## src/rtl/seven_segment_scan_if.sv

```systemverilog
// User-side bundle for seven_segment_scan: packed hex value, decimal points,
// load strobe, plus busy and frame status returned to the user logic.
interface seven_segment_scan_if #(
    parameter int DIGITS = 4
);
    logic [4*DIGITS-1:0] value;
    logic [DIGITS-1:0]   dp;
    logic                load;
    logic                busy;
    logic                frame;

    modport master (
        output value,
        output dp,
        output load,
        input  busy,
        input  frame
    );

    modport slave (
        input  value,
        input  dp,
        input  load,
        output busy,
        output frame
    );
endinterface : seven_segment_scan_if

```

## src/rtl/seven_segment_scan.sv

```systemverilog
// Multiplexed N-digit seven-segment scanner with tear-free frame-synchronous
// updates. Define SEVEN_SEGMENT_SCAN_LZB_EN to enable leading-zero blanking.
module seven_segment_scan #(
    parameter int DIGITS         = 4,
    parameter int CLK_DIV        = 1024,
    parameter int DEAD_CYCLES    = 16,
    parameter bit SEG_ACTIVE_LOW = 1'b1,
    parameter bit AN_ACTIVE_LOW  = 1'b1
) (
    input  logic                 clk,
    input  logic                 rstn,
    seven_segment_scan_if.slave  bus,
    output logic [6:0]           seg,
    output logic                 seg_dp,
    output logic [DIGITS-1:0]    an
);

    localparam int CW = (CLK_DIV > 1) ? $clog2(CLK_DIV) : 1;
    localparam int IW = (DIGITS > 1) ? $clog2(DIGITS) : 1;

    localparam logic [CW-1:0] CNT_MAX  = CW'(CLK_DIV - 1);
    localparam logic [CW-1:0] DEAD_END = CW'(DEAD_CYCLES);
    localparam logic [IW-1:0] IDX_MAX  = IW'(DIGITS - 1);

    localparam logic [6:0]        SEG_OFF = {7{SEG_ACTIVE_LOW}};
    localparam logic [DIGITS-1:0] AN_OFF  = {DIGITS{AN_ACTIVE_LOW}};

    function automatic logic [6:0] decode_hex(input logic [3:0] nib);
        logic [6:0] s;
        case (nib)
            4'h0:    s = 7'h3F;
            4'h1:    s = 7'h06;
            4'h2:    s = 7'h5B;
            4'h3:    s = 7'h4F;
            4'h4:    s = 7'h66;
            4'h5:    s = 7'h6D;
            4'h6:    s = 7'h7D;
            4'h7:    s = 7'h07;
            4'h8:    s = 7'h7F;
            4'h9:    s = 7'h6F;
            4'hA:    s = 7'h77;
            4'hB:    s = 7'h7C;
            4'hC:    s = 7'h39;
            4'hD:    s = 7'h5E;
            4'hE:    s = 7'h79;
            default: s = 7'h71;
        endcase
        return s;
    endfunction

    logic [CW-1:0]          cnt_q, cnt_d;
    logic [IW-1:0]          idx_q, idx_d;
    logic [4*DIGITS-1:0]    pend_val_q, pend_val_d;
    logic [DIGITS-1:0]      pend_dp_q, pend_dp_d;
    logic [4*DIGITS-1:0]    disp_val_q, disp_val_d;
    logic [DIGITS-1:0]      disp_dp_q, disp_dp_d;
    logic                   busy_q, busy_d;
    logic                   frame_q, frame_d;
    logic [6:0]             seg_q, seg_d;
    logic                   seg_dp_q, seg_dp_d;
    logic [DIGITS-1:0]      an_q, an_d;

    logic                   tick;
    logic                   wrap;
    logic                   dead;
    logic [3:0]             cur_nib;
    logic                   cur_dp;
    logic                   cur_blank;
    logic [DIGITS-1:0]      blank;

    assign tick = (cnt_q == CNT_MAX);
    assign wrap = tick && (idx_q == IDX_MAX);
    assign dead = (cnt_q < DEAD_END);

    // Prescaler, scan index and the pending/display handshake.
    always_comb begin
        // NOTE: every signal gets a default first so no path leaves it unassigned (no latch).
        cnt_d      = tick ? '0 : cnt_q + 1'b1;
        idx_d      = idx_q;
        pend_val_d = pend_val_q;
        pend_dp_d  = pend_dp_q;
        disp_val_d = disp_val_q;
        disp_dp_d  = disp_dp_q;
        busy_d     = busy_q;
        frame_d    = wrap;

        if (tick) begin
            idx_d = (idx_q == IDX_MAX) ? '0 : idx_q + 1'b1;
        end

        if (bus.load) begin
            pend_val_d = bus.value;
            pend_dp_d  = bus.dp;
            busy_d     = 1'b1;
        end

        // A load coinciding with the wrap bypasses pending so it lands this frame.
        if (wrap) begin
            disp_val_d = bus.load ? bus.value : pend_val_q;
            disp_dp_d  = bus.load ? bus.dp    : pend_dp_q;
            busy_d     = 1'b0;
        end
    end

`ifdef SEVEN_SEGMENT_SCAN_LZB_EN
    // Walk from the most-significant digit down, tracking "all zero so far".
    always_comb begin
        logic zeros_above;
        zeros_above = 1'b1;
        blank       = '0;
        for (int k = DIGITS - 1; k >= 1; k--) begin
            zeros_above = zeros_above && (disp_val_q[4*k +: 4] == 4'h0);
            blank[k]    = zeros_above && !disp_dp_q[k];
        end
    end
`else
    assign blank = '0;
`endif

    // Digit selection, decode, dead time and polarity for the output registers.
    always_comb begin
        cur_nib   = 4'h0;
        cur_dp    = 1'b0;
        cur_blank = 1'b0;
        an_d      = AN_OFF;
        for (int k = 0; k < DIGITS; k++) begin
            if (idx_q == IW'(k)) begin
                cur_nib   = disp_val_q[4*k +: 4];
                cur_dp    = disp_dp_q[k];
                cur_blank = blank[k];
                an_d[k]   = dead ? AN_ACTIVE_LOW : !AN_ACTIVE_LOW;
            end
        end
        seg_d    = (cur_blank ? 7'h00 : decode_hex(cur_nib)) ^ SEG_OFF;
        seg_dp_d = cur_dp ^ SEG_ACTIVE_LOW;
    end

    always_ff @(posedge clk or negedge rstn) begin
        if (!rstn) begin
            // NOTE: sequential state uses non-blocking assignments so all registers update together.
            cnt_q      <= '0;
            idx_q      <= '0;
            pend_val_q <= '0;
            pend_dp_q  <= '0;
            disp_val_q <= '0;
            disp_dp_q  <= '0;
            busy_q     <= 1'b0;
            frame_q    <= 1'b0;
            seg_q      <= SEG_OFF;
            seg_dp_q   <= SEG_ACTIVE_LOW;
            an_q       <= AN_OFF;
        end else begin
            cnt_q      <= cnt_d;
            idx_q      <= idx_d;
            pend_val_q <= pend_val_d;
            pend_dp_q  <= pend_dp_d;
            disp_val_q <= disp_val_d;
            disp_dp_q  <= disp_dp_d;
            busy_q     <= busy_d;
            frame_q    <= frame_d;
            seg_q      <= seg_d;
            seg_dp_q   <= seg_dp_d;
            an_q       <= an_d;
        end
    end

    assign bus.busy  = busy_q;
    assign bus.frame = frame_q;
    assign seg       = seg_q;
    assign seg_dp    = seg_dp_q;
    assign an        = an_q;

endmodule : seven_segment_scan

```

## src/flat_wrapper.sv

```systemverilog
// flat-port wrapper written by rule: the top's interface ports become plain ports
module seven_segment_scan_flat 
#(
    parameter int DIGITS         = 4,
    parameter int CLK_DIV        = 1024,
    parameter int DEAD_CYCLES    = 16,
    parameter bit SEG_ACTIVE_LOW = 1'b1,
    parameter bit AN_ACTIVE_LOW  = 1'b1
)
  (clk, rstn, seg, seg_dp, an, bus_value, bus_dp, bus_load, bus_busy, bus_frame);
  seven_segment_scan_if #(.DIGITS(DIGITS)) bus_i ();
  input  logic clk;
  input  logic rstn;
  output logic [6:0] seg;
  output logic seg_dp;
  output logic [DIGITS-1:0] an;
  input wire logic [$bits(bus_i.value)-1:0] bus_value;
  input wire logic [$bits(bus_i.dp)-1:0] bus_dp;
  input wire logic [$bits(bus_i.load)-1:0] bus_load;
  output wire logic [$bits(bus_i.busy)-1:0] bus_busy;
  output wire logic [$bits(bus_i.frame)-1:0] bus_frame;
  assign bus_i.value = bus_value;
  assign bus_i.dp = bus_dp;
  assign bus_i.load = bus_load;
  assign bus_busy = bus_i.busy;
  assign bus_frame = bus_i.frame;
  seven_segment_scan #(.DIGITS(DIGITS), .CLK_DIV(CLK_DIV), .DEAD_CYCLES(DEAD_CYCLES), .SEG_ACTIVE_LOW(SEG_ACTIVE_LOW), .AN_ACTIVE_LOW(AN_ACTIVE_LOW)) u_core (.clk(clk), .rstn(rstn), .bus(bus_i), .seg(seg), .seg_dp(seg_dp), .an(an));
endmodule
```

## config.mk

```make
export PLATFORM = sky130hd
export DESIGN_NAME = seven_segment_scan_flat
export DESIGN_NICKNAME = d
export VERILOG_FILES = /design/src/rtl/seven_segment_scan_if.sv /design/src/rtl/seven_segment_scan.sv /design/src/flat_wrapper.sv
export SDC_FILE = /design/constraint.sdc
export NUM_CORES = 1
export LEC_CHECK = 0
export CORE_MARGIN = 2
export CORE_UTILIZATION = 39
export DETAILED_ROUTE_END_ITERATION = 10
export GPL_TIMING_DRIVEN = 0
export PLACE_DENSITY = 0.7
export SETUP_SLACK_MARGIN = 0.2
export SYNTH_ARGS = -nofsm -noshare
export SYNTH_HDL_FRONTEND = slang
export SYNTH_SLANG_ARGS = --single-unit
```

## constraint.sdc

```tcl
create_clock -name clk -period 4.1 [get_ports clk]
set_clock_uncertainty 0.1 [all_clocks]
set_input_delay 0.82 -clock clk [delete_from_list [all_inputs] [get_ports clk]]
set_output_delay 0.82 -clock clk [all_outputs]
set_load 0.02 [all_outputs]
```

* Yosys cells after proc, flatten, opt, wreduce, memory -nomap -nowiden *
Memory sizes are Yosys's and may differ from the RTL's.
Cells that the tools add are included.

word-level totals
  flip-flop bits (word level) = 66
  memory bits (read-only) = 112
  output and inout bits = 14
  logic and storage cells = 43
  memories kept = 1

memory list
  name              depth  bits a word  rd ports  clocked after Yosys merged registers in  wr ports  RTL line                  RTL
  (name not given)  16     7            1         0                                        0         seven_segment_scan.sv:30  case (nib)

operators by class
  add/subtract/negate cells = 2
  order comparisons = 1
  equality and inequality tests = 4
  mux-type cells = 19
  bitwise gates (word level) = 2
  reduce and logical (&&, ||, !) cells = 3

operator list
  kind                                                 count
  two-way mux 4 bit                                    5
  two-way mux 16 bit                                   1
  two-way mux 1 bit                                    11
  adder 10 x 1 -> 10 bit, second input constant        1
  equality test 10 bit, second input constant          1
  < comparator 10 x 5 -> 1 bit, second input constant  1
  two-way mux 10 bit                                   1
  NOT 7 bit                                            1
  equality test 2 bit, second input constant           2
  adder 2 x 1 -> 2 bit, second input constant          1
  equality test 2 x 1 -> 1 bit, second input constant  1
  zero test 2 bit                                      1
  two-way mux 2 bit                                    1
  nonzero test 2 bit                                   1
  logical AND 1 bit                                    1
  NOT 1 bit                                            1

* Logic depth before layout (Yosys ltp) *
An unclocked memory read counts as a cell.

  word-level depth = 7
  depth in mapped cells = 10
  mapped depth without buffers = 9

* Worst setup path before layout *
OpenSTA, ideal clock, no wires.

  path type = reg2reg
  from = reg u_core.idx_q[0]
  to = reg u_core.seg_q[0], in the netlist u_core.seg[0]
  library setup time = 83 ps
  arrival = 2261 ps
  required time = 3917 ps
  path slack = 1655 ps
  cell stages (with the launch flop) = 10
  buffers on the path = 0
  period minus slack after synthesis = 2445 ps
  path through = dfrtp_1 inv_1 ha_1 nor2b_1 a221o_1 a22oi_1 inv_1 ha_1 and3b_1 a221o_1

on the way
  cells in the longest elaborated chain, start to end = 7
  elaborated cells on any way between the ends = 10
  those cells by class = eq/ne (3); mux (4); bitwise (1); reduce/logical (1); memory (1)

ends and longest elaborated chain
  element                          RTL line                   RTL
  start: declaration               seven_segment_scan.sv:52   logic [IW-1:0] idx_q, idx_d;
  start signal: assignment         seven_segment_scan.sv:154  idx_q <= idx_d;
  zero test 2 bit                  seven_segment_scan.sv:127  if (idx_q == IW'(k)) begin
  two-way mux 4 bit (3 in series)  seven_segment_scan.sv:127
  two-way mux 4 bit (*)            seven_segment_scan.sv:127
  memory (16 x 7 bit) (*)          --
  NOT 7 bit (no source line) (*)   --
  via u_core.seg_d[0]              seven_segment_scan.sv:59   logic [6:0] seg_q, seg_d;
  end signal: assignment           seven_segment_scan.sv:161  seg_q <= seg_d;
  end: declaration                 seven_segment_scan.sv:59

Mark *: on every way through the listed nets, which the timed path passes. The rest lies on a longest branch.
A chain may end at the register's enable or synchronous reset.

* Worst setup path in the final report *
Same ends and word-level chain as after synthesis.

==> results.sh <==
export IMPL_worst_ep_required_time_ns=4.26
export IMPL_fp_dieH_um=91.3
export IMPL_clock_sinks=66
export IMPL_clockBufferDepth=2
export IMPL_grt_pass1_vias=1843
export IMPL_path_class="flop to flop"
export IMPL_period_share=0.704
export IMPL_dr_pass1_iters=4
export IMPL_finalSetupViolCount=0
export IMPL_synth_area_um2=2970
export IMPL_critPathCaptureType="flop"
export IMPL_yosysWarnings=0
export IMPL_dominantRegCellSynth="dfrtp_1"
export IMPL_start_util=0.406
export IMPL_synth_fp_nets=255
export IMPL_crit_arrival_ns=3.05
export IMPL_max_slew_margin=0.479
export IMPL_critPathBufInv=2
export IMPL_p_leak_uw=0.00165
export IMPL_io_buffers=36
export IMPL_regArea_um2=1670
export IMPL_grt_max_degree=67
export IMPL_synth_top_area_share=0.454
export IMPL_p_total_uw=1340
export IMPL_tightest_slew_ns=0.782
export IMPL_areaGrowthSynthToFinish_pct=23.6
export IMPL_power_density_nw_per_um2=365
export IMPL_die_area_um2=8340
export IMPL_path_cells="inv_1, ha_1, nor2b_1, a221o_1, a22oi_1, inv_1, ha_1, and3b_1, a221o_1"
export IMPL_synth_most_common_cell="dfrtp_1"
export IMPL_cpLargestDelayFamily="compound AO/OA/AOI/OAI gates"
export IMPL_rows=31
export IMPL_finalHoldViolCount=0
export IMPL_final_setup_worst_slack_ns=1.21
export IMPL_routed_via_density=4.80
export IMPL_syn_area_per_cell_um2=13.5
export IMPL_synth_area_leaders="dfrtp_1 45%, mux2_2 16%, dfstp_2 11%"
export IMPL_rsz0062_at_grt="no"
export IMPL_multi_input_area_um2=1200
export IMPL_drt_iter0_drc=48
export IMPL_synth_top_area_cell="dfrtp_1"
export IMPL_io_pin_count=37
export IMPL_clkSlewWorstSetupHoldPaths_ns=0.07
export IMPL_synth_cell_types=36
export IMPL_core_um2=7330
export IMPL_status="finished, final reports clean"
export IMPL_cts_root_buf="clkbuf_8"
export IMPL_finalMaxSlewViolations=0
export IMPL_antenna_found_initial=0
export IMPL_post_route_drc_count=0
export IMPL_cpMaxStageDelayCell="a22oi_1"
export IMPL_irDropWorstVdd_v=0.000173
export IMPL_fmax_ghz=0.346
export IMPL_antenna_cells=0
export IMPL_die_w_um=91.3
export IMPL_synthArstFlopShare=1.00
export IMPL_final_antenna_net_count=0
export IMPL_nets=302
export IMPL_wire_per_inst_um=14.0
export IMPL_drive_above_1_share=0.305
export IMPL_synth_top_cells_by_count="54 x dfrtp_1, 41 x mux2_2, 13 x nor2_1"
export IMPL_cp_max_fo=6
export IMPL_cap_violations=0
export IMPL_cts_tree="built"
export IMPL_h_tree_depth=3
export IMPL_fillers=623
export IMPL_pre_cts_ws_ns=1.20
export IMPL_overflow=0
export IMPL_clock_latency_ns=0.34
export IMPL_track_usage=0.139
export IMPL_hpwl_um=3600
export IMPL_syn_inst=220
export IMPL_seq_area_frac_synth=0.560
export IMPL_post_cts_resized=0
export IMPL_vias=1781
export IMPL_cts_made_buffers=9
export IMPL_ys_seq_elements=66
export IMPL_min_path_type="flop to flop"
export IMPL_grt_pass1_wl_um=8870
export IMPL_slowest_delay_ns=0.48
export IMPL_period_minus_slack_ns=2.89
export IMPL_post_cts_buffers=0
export IMPL_cts_hold_buf=0
export IMPL_cp_start_kind="flop"
export IMPL_drt_wl_total_um=5180
export IMPL_synth_edf_count=0
export IMPL_gp_congestion=0.751
## state kept, by name, indices dropped and copies added (netlist names)
signal             cells
u_core.disp_val_q     16
u_core.pend_dp_q       4
u_core.disp_dp_q       4
u_core.seg_dp          1
u_core.bus.busy        1
u_core.an              4
u_core.idx_q           2
u_core.bus.frame       1
u_core.seg             7
u_core.cnt_q          10
u_core.pend_val_q     16
## per-layer routing
layer / part of all wire / up-vias / wire [µm] / track usage
met5: 0 / - / 0 / 0
met4: 0.034 / 0 / 178 / 0.0922
met3: 0.025 / 13 / 127 / 0.0249
met2: 0.47 / 28 / 2420 / 0.206
met1: 0.47 / 878 / 2460 / 0.187
li1: - / 862 / - / -
## cell usage in the layout (no fill, tap or decap), types with 3 or more instances in the layout
master / count
nor2_1: 13
clkdlybuf4s50_1: 35
dfstp_2: 12
nor2b_1: 8
nor3b_1: 3
xor2_1: 3
ha_1: 12
inv_1: 8
a211oi_1: 3
clkbuf_1: 3
nand2_1: 10
mux2_2: 41
clkbuf_8: 10
mux2i_1: 5
nand3_1: 4
dfrtp_1: 54
a22o_1: 3
o21ai_0: 3
buf_6: 6
xnor2_1: 5
a211oi_2: 3
## kinds of logic (layout without fill, tap and decap cells)
| group | after synthesis | in the layout | share of synthesized area |
|---|---|---|---|
| fa+ha+maj | 12 | 12 | 0.0505 |
| compound gates | 22 | 22 | 0.0602 |
| mux | 46 | 46 | 0.172 |
| simple gates | 49 | 49 | 0.0963 |
| buf+inv | 17 | 69 | 0.0370 |
| xor+xnor | 8 | 8 | 0.0236 |
| flops | 66 | 66 | 0.560 |
## per-stage QoR
step                      hold slack (ns)  cell area [µm²]  TNS (ns)  instances  utilization
after floorplan                     0.285             2970         0        220            -
after global placement              0.309             3460    -0.221        355        0.472
after detailed placement            0.331             3460         0        355        0.471
after CTS                           0.342             3680         0        371        0.501
after global routing                0.358             3680         0        371        0.501
final                               0.332             3680         0        371        0.501
## report_power, final
group / internal, µW / switching (µW)
Clock: 358 / 244
Combinational: 36.2 / 27.7
Sequential: 671 / 4.65
## final timing paths
path	start	end	slack [ns]	cells after the start
worst max register to register	u_core.idx_q[0]$_DFFE_PN0N_	u_core.seg[0]$_DFF_PN1_	1.21	9
worst min register to register	u_core.disp_dp_q[3]$_DFFE_PN0P_	u_core.seg_dp$_DFF_PN1_	0.33	1
max in group asynchronous	rstn	u_core.disp_val_q[12]$_DFFE_PN0P_	2.93	1
worst max-delay path	u_core.idx_q[0]$_DFFE_PN0N_	u_core.seg[0]$_DFF_PN1_	1.21	9
worst min-delay path	u_core.disp_dp_q[3]$_DFFE_PN0P_	u_core.seg_dp$_DFF_PN1_	0.33	1
min in group asynchronous	rstn	u_core.pend_dp_q[0]$_DFF_PN0_	0.46	1
## final cells by class
class / instances / share of cell area
plain buffers: 9 / 0.0218
clock buffers: 11 / 0.0385
clock inverters: 5 / 0.0214
inverters: 8 / 0.00817
multi-input cells: 137 / 0.326
flip-flops and latches: 66 / 0.453
well taps: 99 / 0.0337
repair buffers: 36 / 0.0973
No activity file was read; power rests on OpenSTA's default activity.
